$ cat src/rtl/risc_pkg.sv
// Shared definitions for the memory arbiter: FSM states, owner encoding and
// default bus widths.
package risc_pkg;

    localparam int unsigned AW_DEF = 16;
    localparam int unsigned DW_DEF = 16;

    localparam logic OWN_CPU = 1'b0;
    localparam logic OWN_LDR = 1'b1;

    typedef enum logic [1:0] {
        StIdle,
        StIssue,
        StRdWait,
        StAck
    } arb_state_e;

endpackage

$ cat src/rtl/rr_arb2.sv
// Combinational two-way round-robin picker; on a tie the requester that was
// not served last wins.
module rr_arb2
    import risc_pkg::*;
(
    input  logic [1:0] req,
    input  logic       last_owner,
    output logic       grant_valid,
    output logic       grant_id
);

    always_comb begin
        grant_valid = |req;
        if (req[OWN_CPU] && req[OWN_LDR]) begin
            grant_id = ~last_owner;
        end else begin
            grant_id = req[OWN_LDR] ? OWN_LDR : OWN_CPU;
        end
    end

endmodule

$ cat src/rtl/mem_arbiter.sv
// Arbitrates the single-port memory between the CPU and the program loader,
// sequencing one write or synchronous read per grant.
module mem_arbiter
    import risc_pkg::*;
#(
    parameter int unsigned AW     = AW_DEF,
    parameter int unsigned DW     = DW_DEF,
    parameter int unsigned RD_LAT = 1
) (
    input  logic          clk,
    input  logic          reset,
    input  logic          cpu_req,
    input  logic          cpu_we,
    input  logic [AW-1:0] cpu_addr,
    input  logic [DW-1:0] cpu_wdata,
    output logic          cpu_ack,
    output logic [DW-1:0] cpu_rdata,
    output logic          cpu_stall,
    input  logic          ldr_req,
    input  logic          ldr_we,
    input  logic [AW-1:0] ldr_addr,
    input  logic [DW-1:0] ldr_wdata,
    output logic          ldr_ack,
    output logic [DW-1:0] ldr_rdata,
    output logic          mem_en,
    output logic          mem_we,
    output logic [AW-1:0] mem_addr,
    output logic [DW-1:0] mem_wdata,
    input  logic [DW-1:0] mem_rdata,
    output logic          owner
);

    localparam logic [1:0] CntLast = 2'(RD_LAT - 1);

    arb_state_e    state_q, state_d;
    logic [1:0]    cnt_q, cnt_d;
    logic [AW-1:0] addr_q;
    logic [DW-1:0] wdata_q;
    logic          we_q;
    logic          last_owner_q;
    logic          owner_q;
    logic [DW-1:0] cpu_rdata_q;
    logic [DW-1:0] ldr_rdata_q;
    logic          grant_valid;
    logic          grant_id;
    logic          load;
    logic          capture;

    rr_arb2 u_rr_arb2 (
        .req         ({ldr_req, cpu_req}),
        .last_owner  (last_owner_q),
        .grant_valid (grant_valid),
        .grant_id    (grant_id)
    );

    always_comb begin
        state_d = state_q;
        cnt_d   = cnt_q;
        load    = 1'b0;
        capture = 1'b0;
        unique case (state_q)
            StIdle: begin
                if (grant_valid) begin
                    load    = 1'b1;
                    state_d = StIssue;
                end
            end
            StIssue: begin
                cnt_d   = 2'd0;
                state_d = we_q ? StAck : StRdWait;
            end
            StRdWait: begin
                // Read data lands on the last wait cycle; grab it on that edge.
                if (cnt_q == CntLast) begin
                    capture = 1'b1;
                    state_d = StAck;
                end else begin
                    cnt_d = cnt_q + 2'd1;
                end
            end
            StAck:   state_d = StIdle;
            default: state_d = StIdle;
        endcase
    end

    always_ff @(posedge clk or negedge reset) begin
        if (!reset) begin
            state_q      <= StIdle;
            cnt_q        <= 2'd0;
            addr_q       <= '0;
            wdata_q      <= '0;
            we_q         <= 1'b0;
            last_owner_q <= OWN_LDR;
            owner_q      <= OWN_CPU;
            cpu_rdata_q  <= '0;
            ldr_rdata_q  <= '0;
        end else begin
            state_q <= state_d;
            cnt_q   <= cnt_d;
            if (load) begin
                addr_q       <= (grant_id == OWN_LDR) ? ldr_addr  : cpu_addr;
                wdata_q      <= (grant_id == OWN_LDR) ? ldr_wdata : cpu_wdata;
                we_q         <= (grant_id == OWN_LDR) ? ldr_we    : cpu_we;
                last_owner_q <= grant_id;
                owner_q      <= grant_id;
            end
            if (capture) begin
                if (owner_q == OWN_LDR) begin
                    ldr_rdata_q <= mem_rdata;
                end else begin
                    cpu_rdata_q <= mem_rdata;
                end
            end
        end
    end

    always_comb begin
        mem_en    = (state_q == StIssue);
        mem_we    = mem_en & we_q;
        mem_addr  = addr_q;
        mem_wdata = wdata_q;
        cpu_ack   = (state_q == StAck) && (owner_q == OWN_CPU);
        ldr_ack   = (state_q == StAck) && (owner_q == OWN_LDR);
        cpu_stall = cpu_req & ~cpu_ack;
        cpu_rdata = cpu_rdata_q;
        ldr_rdata = ldr_rdata_q;
        owner     = owner_q;
    end

endmodule

$ cat config.mk
export PLATFORM = sky130hd
export DESIGN_NAME = mem_arbiter
export DESIGN_NICKNAME = d
export VERILOG_FILES = /design/src/rtl/risc_pkg.sv /design/src/rtl/rr_arb2.sv /design/src/rtl/mem_arbiter.sv
export SDC_FILE = /design/constraint.sdc
export NUM_CORES = 1
export LEC_CHECK = 0
export ABC_AREA = 1
export BUFFER_PORTS_ARGS = -buffer_cell sky130_fd_sc_hd__buf_2
export CORE_MARGIN = 4
export CORE_UTILIZATION = 25
export DETAILED_ROUTE_END_ITERATION = 10
export SETUP_SLACK_MARGIN = 0.1
export SYNTH_ARGS = -nofsm -noshare
export SYNTH_HDL_FRONTEND = slang
export SYNTH_SLANG_ARGS = --single-unit
$ cat constraint.sdc
create_clock -name clk -period 2.1 [get_ports clk]
set_input_delay 0.42 -clock clk [delete_from_list [all_inputs] [get_ports clk]]
set_output_delay 0.42 -clock clk [all_outputs]
set_load 0.05 [all_outputs]
== After elaboration in Yosys (flattened, before gate mapping) ==
Index checks and enable logic that the tools add are counted.
Widths: inputs -> output; s select.
Storage, ports and cells
  flip-flop bits (word level): 71
  bits of input ports: 86
  output and inout port bits: 70
  logic and storage cells: 47
Operators by class
  $add $sub $neg: 1
  eq/ne operators: 6
  muxes and demuxes: 15
  bitwise logic cells: 5
  reduce and logical (&&, ||, !) cells: 11
Operators with widths (number)
  $mux 16: 2
  $mux 1: 8
  $pmux 2 s4: 1
  $reduce_and 2->1: 4
  $mux 2: 3
  $ne 2x2->1 const B: 3
  $eq 2x2->1 const B: 2
  $logic_not 2->1: 2
  $pmux 2 s2: 1
  $logic_and 1x1->1: 3
  $not 1->1: 3
  $add 2x1->2 const B: 1
  $and 1x1->1: 2
  $eq 2x1->1 const B: 1
  $reduce_bool 2->1: 1
  $reduce_or 2->1: 1

== Logic depth before layout (Yosys ltp) ==
  word-level depth: 4
  mapped depth: 8
  depth with buffers taken out: 8

== Hierarchy ==
Synthesis repeated with hierarchy kept, for this count alone.
Unflattened totals
  cell total of the unflattened synthesis: 389
  area total of the unflattened synthesis: 3330.7 sq um
Modules (own cells, without submodules)
  mem_arbiter: instances 1, cells an instance 386, area an instance 3315.7 sq um, sequential area each 1778.0 sq um
  rr_arb2: instances 1, cells an instance 3, area an instance 15.0 sq um, sequential area each 0.0 sq um

== Least setup slack after synthesis ==
OpenSTA, ideal clock, no wires.
  path type: reg-to-output
  start point: reg owner_q (netlist: owner)
  end point: out cpu_stall
  arrival time: 1.792 ns
  data required time: 1.680 ns
  slack: -0.112 ns
  stages on the path, launching flop included: 3
  path buffers: 0
  cell sequence: dfrtp_1 nor2_1 nor2_1
On the way
  word-level cells in the longest chain between the ends: 4
Ends and longest elaborated chain
  from (decl): line mem_arbiter.sv:41  | logic owner_q;
  from (signal assigned): line mem_arbiter.sv:105  | owner_q <= grant_id;
  $not 1->1 (no source line)
  $logic_and 1x1->1: line mem_arbiter.sv:122  | cpu_ack = (state_q == StAck) && (owner_q == OWN_CPU);
  named net cpu_ack: line mem_arbiter.sv:16  | output logic cpu_ack,
  $not 1->1: line mem_arbiter.sv:124  | cpu_stall = cpu_req & ~cpu_ack;
  $and 1x1->1: line mem_arbiter.sv:124
  to (decl): line mem_arbiter.sv:18  | output logic cpu_stall,
The timed path passes the listed nets, and every way through them passes these cells.

== Worst setup path in the final report ==
  start point: reg state_q[1]
  end point: out cpu_stall
On the way
  word-level cells in the longest chain between the ends: 4
Ends and longest elaborated chain
  from (decl): line mem_arbiter.sv:35  | arb_state_e state_q, state_d;
  from (signal assigned): line mem_arbiter.sv:88  | state_q <= StIdle;
  from (signal assigned): line mem_arbiter.sv:98  | state_q <= state_d;
  $eq 2x2->1: line mem_arbiter.sv:122
  $logic_and 1x1->1: line mem_arbiter.sv:122
  $not 1->1: line mem_arbiter.sv:124
  $and 1x1->1: line mem_arbiter.sv:124
No other way between the ends.

==> results.yml <==
synth:
  syn_area_mm2: 0.003522
  yosysWarnings: 0
  yosys_register_bits: 71
  ys_types: 17
  syn-num-nets: 553
  synth-seq-area-share_pct: 50.48
  postSynthCellCount: 460
  yosys.area.top_type_share_pct: 49.73
  synth.avg_cell_area_um2: 7.657
  synth_area_leaders: "dfrtp_1 50%, nand2_1 16%, nand3_1 10%"
  synth_top_cell_by_area: "dfrtp_1"
worst_setup_path:
  r2r.worst_path.cells: 7
  worstPathArrival_ps: 1460
  crit_family: "flip-flops"
  path_max_fanout: 6
  crit_path_end_kind: "output pin"
  crit_slowest_cell: "dfrtp_1"
  worstPathRequired_ps: 1680
  crit_path_cell_trace: "ha_1 > inv_1 > nor2_2 > nor2_2 > buf_2"
  crit_top_cell: "nor2_2"
  worstReg2RegEnd: "mem_wdata[1]"
  crit_cells: 5
  slowest_delay_ps: 430
  r2r_setup_slack_ps: 510
  critPathLaunch: "state_q[1]"
  cp_num_buf_inv: 2
  r2r_start: "state_q[0]"
  crit_end: "cpu_stall"
  crit_type: "flop to output pin"
  startpoint_type: "flop"
timing:
  setup_tns_ps: 0
  worst_pin_slew_ps: 377.0
  rsz0062_at_grt: "false"
  clock_skew_ps: 10.54
  hold_violations: 0
  slew_headroom_pct: 74.87
  finalSetupViolCount: 0
  slew_violations: 0
  period_needed_ps: 1882
  fin_crit_sh_pct: 89.61
  max_freq_mhz: 531.4
  hold_ws_ps: 1.617
pwr:
  intPower_mw: 4.262
  comb_power_share_pct: 54.0
  switchingPower_mw: 4.666
  max-vdd-ir-drop_uv: 797.0
  power_density_mw_per_mm2: 1851
  seqPwrFrac_pct: 27.3
  swShare_pct: 52.26
  p_leak_nw: 2.884
  power.total_mw: 8.928
  power_frac_clock_pct: 18.7
floorplanning:
  die_y_um: 126.7
  core_area_mm2: 0.01383
  io_pins: 156
  design.die.area_mm2: 0.01605
  rows: 43
  start_util_pct: 25.47
  die_w_um: 126.7
grt:
  grt_pass1_wl_mm: 15.74
  grt_remaining_overflow: 0
  antenna_found_initial: 0
  grt_pass1_vias: 3291
  grt_util_all_layers_pct: 11.98
  grt_max_degree: 46
clock_network:
  clk-insertion-delay-late_ps: 330
  ctsHoldBuffers: 0
  cts_setup_buffers: 0
  cts_resized: 0
  path_clk_slew_ps: 60
  cts_buffers: 9
  cts_tree: "yes"
  cts.sinks: 71
  root_buffer: "clkbuf_16"
  clk_path_buf_depth: 2
  htreeDepth: 3
route:
  drc: 0
  routed_wl_mm: 9.442
  num_vias: 3286
  vias_per_cell: 4.128
  avgRoutedWirePerCell_um: 11.86
  dr.pass1.iters: 4
  ant_nets: 0
  drt_iter0_markers: 148
place:
  place_inst: 780
  place.gp.congestion: 0.7977
  dp_hpwl_mm: 7.138
  io_buffers: 155
cells_and_area:
  layoutNonFillerInstCount: 796
  drive_above_1_share_pct: 30.36
  synthToLayoutAreaGrowth_pct: 36.91
  diodes: 0
  final_cell_mix: "152 x buf_2, 148 x nand2_1, 95 x inv_1"
  mostFrequentLayoutCell: "buf_2"
  layout.nets: 704
run_status:
  status: "complete, no violations"
run:
  max-cap-violations: 0
min_path:
  hold_path.class: "input port to asynchronous set/reset pin"
-- final cells by class --
class	count	area [um^2]
well taps	180	225.2
clock buffers	10	239.0
clock inverters	6	92.59
multi-input cells	271	1251
inverters	96	362.8
flip-flops and latches	71	1778
fillers	1489	9005
repair buffers	162	873.3
-- metal layers --
metal / GRT usage, % / vias to the layer above / part of all wire [%]
met5: 0 / - / 0
met4: 4.921 / 0 / 2.2
met3: 3.032 / 15 / 5.5
met2: 19.65 / 91 / 47
met1: 15.08 / 1487 / 45
li1: - / 1693 / -
-- how the worst min path moves through the flow --
stage,startpoint,slack (ps),endpoint
after floorplan,reset,120,cnt_q[0]
after global placement,reset,370,mem_addr[12]
after detailed placement,reset,370,mem_addr[13]
after CTS,reset,3,mem_addr[13]
after global routing,reset,10,mem_addr[13]
final,reset,2,mem_addr[13]
-- state kept, by name, summed over array words and instances, names as in the netlist --
signal	cells
last_owner_q	1
mem_addr	16
ldr_rdata	16
owner	1
state_q	2
we_q	1
mem_wdata	16
cpu_rdata	16
cnt_q	2
-- synth_stat cells --
cell      instances
a21oi_1           1
buf_2             8
buf_4             4
buf_6             4
clkbuf_1          6
dfrtp_1          70
dfstp_2           1
ha_1              7
inv_1            95
inv_4             1
nand2_1         148
nand2_2           2
nand3_1          72
nor2_1            3
nor2_4            1
nor2_8            1
o21ai_0          36
-- cell families after synthesis --
logic type | after synthesis | share of synthesized area [%]
AO/OA/AOI/OAI | 37 | 5.257
adder cells (fa/ha/maj) | 7 | 2.487
buffers and inverters | 118 | 14.21
flip-flops | 71 | 50.48
AND/OR/NAND/NOR | 227 | 27.57
-- worst reg2reg max path, delay by kind of cell, from the launching register on --
kind	cells	cell delay [ps]
buffers and inverters	3	430
flip-flops	1	420
AND/OR/NAND/NOR	3	390
adder cells (fa/ha/maj)	1	220
-- through the flow --
stage          utilization, %  worst slack (ps)  area, um^2
3_3_place_gp            32.42             523.2        4483
4_1_cts                 34.82             149.4        4815
6_report                34.87             218.1        4822
2_1_floorplan               -             247.1        3527
3_5_place_dp            32.42             511.5        4483
5_1_grt                 34.87             106.9        4822
-- power by group through the flow --
stage / registers (mW) / logic, mW / clock network, mW
3_5_place_dp: 2.45 / 4.88 / 0
3_3_place_gp: 2.47 / 4.81 / 0
6_report: 2.44 / 4.82 / 1.67
2_1_floorplan: 4.59 / 1.53 / 0
4_1_cts: 2.45 / 4.88 / 1.74
5_1_grt: 2.53 / 5.23 / 1.79
No activity file was read; power rests on OpenSTA's default activity.
